$ cat src/rtl/demux_bank.sv
// ---------------------------------------------------------------------------
// demux_bank / demux_core
//
// Purpose:
//   Three independent registered 1-to-N demultiplexers sharing one clock and
//   one synchronous active-low reset. Each channel steers its input data to
//   the lane picked by its select. Every other lane is driven to zero on the
//   same edge, so no stale data is held on a lane that is no longer selected.
//   All outputs come straight from flops, so there is no combinational path
//   from any input to any output.
//
// demux_bank ports:
//   inClk       in   1   clock, all state updates on the rising edge
//   inRst_n     in   1   synchronous reset, active low
//   inData181   in   1   ch181 data
//   inSel181    in   3   ch181 select (0..7)
//   outData181  out  8   ch181 lanes, bit i = lane i
//   inData121   in   1   ch121 data
//   inSel121    in   1   ch121 select (0..1)
//   outData121  out  2   ch121 lanes, bit i = lane i
//   inData124   in   4   ch124 data nibble
//   inSel124    in   2   ch124 select (0..3)
//   outData124  out 16   ch124 lanes, lane i = outData124[4*i+3:4*i]
//
// demux_core ports:
//   clk, rstN            clock and synchronous active-low reset
//   inData   [W-1:0]     data to route
//   inSel    [SW-1:0]    lane select
//   outData  [N*W-1:0]   registered lanes, lane i = outData[W*i +: W]
// ---------------------------------------------------------------------------

module demux_core #(
  parameter int N  = 8,
  parameter int W  = 1,
  // A 1-lane demux still needs a 1-bit select port to stay legal.
  parameter int SW = (N > 1) ? $clog2(N) : 1
) (
  input  logic            clk,
  input  logic            rstN,
  input  logic [W-1:0]    inData,
  input  logic [SW-1:0]   inSel,
  output logic [N*W-1:0]  outData
);

  logic [N*W-1:0] nextData_s;
  logic [N*W-1:0] data_r;

  // Build the one-hot-by-select lane image for the next edge.
  always_comb begin
    nextData_s = {(N*W){1'b0}};
    for (int i = 0; i < N; i++) begin
      if (inSel == i[SW-1:0]) begin
        nextData_s[W*i +: W] = inData;
      end else begin
        nextData_s[W*i +: W] = {W{1'b0}};
      end
    end
  end

  // Output register with synchronous active-low reset; reset wins over data.
  always_ff @(posedge clk) begin
    if (!rstN) begin
      data_r <= {(N*W){1'b0}};
    end else begin
      data_r <= nextData_s;
    end
  end

  assign outData = data_r;

endmodule

module demux_bank #(
  parameter int N181 = 8,
  parameter int N121 = 2,
  parameter int N124 = 4,
  parameter int W124 = 4
) (
  input  logic                    inClk,
  input  logic                    inRst_n,
  input  logic                    inData181,
  input  logic [$clog2(N181)-1:0] inSel181,
  output logic [N181-1:0]         outData181,
  input  logic                    inData121,
  input  logic [$clog2(N121)-1:0] inSel121,
  output logic [N121-1:0]         outData121,
  input  logic [W124-1:0]         inData124,
  input  logic [$clog2(N124)-1:0] inSel124,
  output logic [N124*W124-1:0]    outData124
);

  demux_core #(.N(N181), .W(1), .SW($clog2(N181))) u_ch181 (
    .clk     (inClk),
    .rstN    (inRst_n),
    .inData  (inData181),
    .inSel   (inSel181),
    .outData (outData181)
  );

  demux_core #(.N(N121), .W(1), .SW($clog2(N121))) u_ch121 (
    .clk     (inClk),
    .rstN    (inRst_n),
    .inData  (inData121),
    .inSel   (inSel121),
    .outData (outData121)
  );

  demux_core #(.N(N124), .W(W124), .SW($clog2(N124))) u_ch124 (
    .clk     (inClk),
    .rstN    (inRst_n),
    .inData  (inData124),
    .inSel   (inSel124),
    .outData (outData124)
  );

endmodule

$ cat config.mk
export PLATFORM = sky130hd
export DESIGN_NAME = demux_bank
export DESIGN_NICKNAME = d
export VERILOG_FILES = /design/src/rtl/demux_bank.sv
export SDC_FILE = /design/constraint.sdc
export NUM_CORES = 1
export LEC_CHECK = 0
export CORE_MARGIN = 8
export CORE_UTILIZATION = 30
export DETAILED_ROUTE_END_ITERATION = 8
export GPL_ROUTABILITY_DRIVEN = 0
export PLACE_DENSITY = 0.7
export SYNTH_ARGS = -nofsm -noshare
export SYNTH_HDL_FRONTEND = slang
export SYNTH_SLANG_ARGS = --single-unit
$ cat constraint.sdc
create_clock -name inClk -period 1.82 [get_ports inClk]
set_input_delay 0.273 -clock inClk [delete_from_list [all_inputs] [get_ports inClk]]
set_output_delay 0.273 -clock inClk [all_outputs]
set_load 0.05 [all_outputs]
* Word-level counts from Yosys, hierarchy flattened
Index checks and enable logic that the tools add are counted.
** Word-level totals
- Input bits :: 14
- Logic and storage cells :: 41
- Output and inout port bits :: 26
- Register bits after elaboration :: 26
** Cells by class
- Equal/unequal tests :: 10
- Bitwise operators :: 1
- Reductions and logical operators :: 16
** Operator list (number)
- 2-bit AND reduction :: 13
- 3-bit equality test, second input constant :: 4
- 3-bit by 2-bit equality test with 1-bit output, second input constant :: 2
- 2-bit equality test, second input constant :: 2
- 3-bit by 1-bit equality test with 1-bit output, second input constant :: 1
- 3-bit logical NOT :: 1
- 2-bit by 1-bit equality test with 1-bit output, second input constant :: 1
- 2-bit logical NOT :: 1
- 2-bit OR reduction :: 1
- 1-bit NOT :: 1

* Longest topological paths before layout
- Depth in word-level cells :: 2
- Gate-level depth with buffers :: 2
- Gate-level depth less buffers :: 2

* Hierarchy
Synthesis repeated with hierarchy kept, for this count alone.
** Unflattened totals
- Cells, all modules :: 61
- Area, all modules :: 803.3 um^2
** Modules (own cells, without submodules)
- demux_core (u_ch124) :: area each 519.2 um^2, seq. area each 320.3 um^2, times used 1, cells an instance 35
- demux_core (u_ch181) :: area each 227.7 um^2, seq. area each 160.2 um^2, times used 1, cells an instance 22
- demux_core (u_ch121) :: area each 56.3 um^2, seq. area each 40.0 um^2, times used 1, cells an instance 4

* Worst setup path before layout
No wires, ideal clock.
- Path kind :: register -> output
- Start :: register u_ch121.data_r[0], in the netlist u_ch121.outData[0]
- End :: output outData121[0]
- Stages on the path, launching flop included :: 1
- Path buffers :: 0
- Arrival :: 0.587 ns
- Setup slack :: 0.960 ns
- Required time :: 1.547 ns
- Cell sequence :: dfxtp_1
** RTL lines
- from (decl) :: RTL line 46 : logic [N*W-1:0] data_r;
- from (signal assigned) :: RTL line 63 : data_r <= {(N*W){1'b0}};
- from (signal assigned) :: RTL line 65 : data_r <= nextData_s;
- to (decl) :: RTL line 86 : output logic [N121-1:0] outData121,
No word-level cell between the ends.

* Worst setup path in the final report
- Start :: register u_ch124.data_r[3], in the netlist u_ch124.outData[3]
- End :: output outData124[3]
** RTL lines
- from (decl) :: RTL line 46
- from (signal assigned) :: RTL line 63
- from (signal assigned) :: RTL line 65
- to (decl) :: RTL line 89 : output logic [N124*W124-1:0] outData124
No word-level cell between the ends.

==> impl_metrics.csv <==
group,metric,value,unit
yosys,synth.net_count,77,
global_routing,grt_use_total,0.0795,
yosys,syn_area,738,um2
sta,hold_slack,0.513,ns
clocking,cts_root_buffer,"clkbuf_4",
route,ant_nets,0,
worst_setup_path,startpoint_type,"flop",
yosys,syn_area_per_cell,11.7,um2
min_path,hp-class,"input pin to flop",
sta,clock.fmax,582,MHz
yosys,synth_seq_cells,26,
layout,final_common_cell,"clkdlybuf4s50_1",
worst_setup_path,end_kind,"primary output",
clocking,cts-hold-fix-buffers,0,
worst_setup_path,crit_chain,"clkdlybuf4s50_1",
sta,tns,0,ns
floorplan,die_h,65.6,um
floorplan,dieArea,4300,um2
pwr,cellLeakagePower,0.000473,uW
floorplan,fp.dieW,65.6,um
yosys,yosysWarnings,0,
global_routing,grt_overflow_total,0,
floorplan,core_region_area,2410,um2
clocking,htree_levels,1,
worst_setup_path,arrival,1.44,ns
route,first_iter_violations,5,
route,wirelength,1670,um
worst_setup_path,cpPeakStageDelay,0.80,ns
sta,relSlewSlack,0.654,
place,hpwl,1410,um
clocking,clkTransAtPathRegs,0.13,ns
clocking,cts_buffer_depth,2,
worst_setup_path,crit_family,"buffers and inverters",
outcome,status,"completed",
worst_setup_path,cp_max_fo,1,
yosys,synth-seq-area-share,0.705,
worst_setup_path,crit_path_top_delay_cell,"clkdlybuf4s50_1",
layout,area_growth,62.9,%
worst_setup_path,timing.critical_path.from,"u_ch124.outData[3]$_SDFF_PN0_",
route,wl_per_cell,12.3,um
sta,rsz0062_at_grt,"false",
worst_setup_path,path_class,"flop to primary output",
sta,timing.final.crit_share,0.944,
route,drt-pass1-iter-count,2,
yosys,synthCells,63,
route,via_per_inst,4.03,
route,drcViolationCount,0,
floorplan,ios,40,
global_routing,grt_max_degree,15,
pwr,vdd_ir_drop_max,355,uV
global_routing,grt_antenna_before_repair,0,
clocking,cts_buffers,3,
worst_setup_path,cp.depth,1,
clocking,post_cts_buffers,0,
sta,finalHoldViolations,0,
floorplan,floorplan.initialDensity,0.306,
sta,max_slew.worst_pin.slew,0.517,ns
place,port_buffers,39,
layout,layout-drive-gt1-share,0.0472,
pwr,p_per_area,826,nW/um2
layout,diodes,0,
layout,final_nets,121,
floorplan,rows,18,
layout,final_cell_mix,"39 x clkdlybuf4s50_1, 26 x dfxtp_1, 16 x and2_1, 7 x nor2_1",
yosys,synth.distinct_cells,12,
worst_setup_path,cp-endpoint,"outData124[3]",
worst_setup_path,critPathRequiredTime,1.55,ns
clocking,cts-resized-gates,0,
sta,slew_viol_final,0,
sta,period_needed,1.72,ns
worst_setup_path,path_buf_inv,1,
sta,setup_violations,0,
clocking,cts_sinks,26,
global_routing,grt_pass1_wl,2590,um
route,vias,548,
clocking,cts_tree,"done",
flow_run,drv_cap,0,
global_routing,first_global_vias,573,
final cells by class:
class                           count  area (um2)
Clock buffer                        4        36.3
Timing Repair Buffer               39         390
Multi-Input combinational cell     37         218
Tap cell                           30        37.5
Sequential cell                    26         520
Fill cell                         229        1210
where the power goes:
part           leakage [uW]  internal [uW]  switching, uW
combinational      0.000240           58.4           78.3
sequential         0.000211            583           3.35
clock             0.0000210            122            148
total              0.000473            763            230
routing by layer:
layer	part of all wire	up-vias	GRT usage
met5	0	-	0
met4	0.020	0	0.0572
met1	0.37	240	0.0775
met2	0.56	15	0.145
li1	-	291	-
met3	0.056	2	0.0170
how the worst min path moves through the flow:
stage                     startpoint                            end  slack [ns]  depth (start not counted)
after CTS                   inSel121  u_ch121.outData[0]$_SDFF_PP0_        0.51                          2
after detailed placement    inSel121  u_ch121.outData[0]$_SDFF_PP0_        0.83                          2
after global placement      inSel121  u_ch121.outData[0]$_SDFF_PP0_        0.83                          2
final                       inSel121  u_ch121.outData[0]$_SDFF_PP0_        0.51                          2
after global routing        inSel121  u_ch121.outData[0]$_SDFF_PP0_        0.50                          2
after floorplan             inSel121  u_ch121.outData[0]$_SDFF_PP0_        0.34                          1
registers in the layout, summed over array words and instances (netlist names):
name             cells
u_ch121.outData      2
u_ch124.outData     16
u_ch181.outData      8
cell families after synthesis:
| group | after synthesis | synth area share |
|---|---|---|
| DFF | 26 | 0.705 |
| and+or+nand+nor | 37 | 0.295 |
cell usage after synthesis (all sizes together):
master	instances	area, um2
and2	16	100
and3	2	12.5
and3b	2	17.5
dfxtp	26	521
nand2	3	11.3
nand2b	1	6.26
nand3	1	5.00
nand3b	1	7.51
nor2	7	26.3
nor3	2	10.0
nor3b	1	12.5
or3b	1	8.76
through the flow:
step	instance area (um2)	total power (uW)	utilization	setup WS [ns]	std cells
after CTS	1200	1010	0.499	0.0825	136
after detailed placement	1170	738	0.484	0.375	132
final	1200	993	0.499	0.102	136
after floorplan	738	668	-	0.960	63
after global routing	1200	1040	0.499	0.0407	136
after global placement	1170	735	0.484	0.423	132
Note: power is estimated with default switching activity, not from simulation.
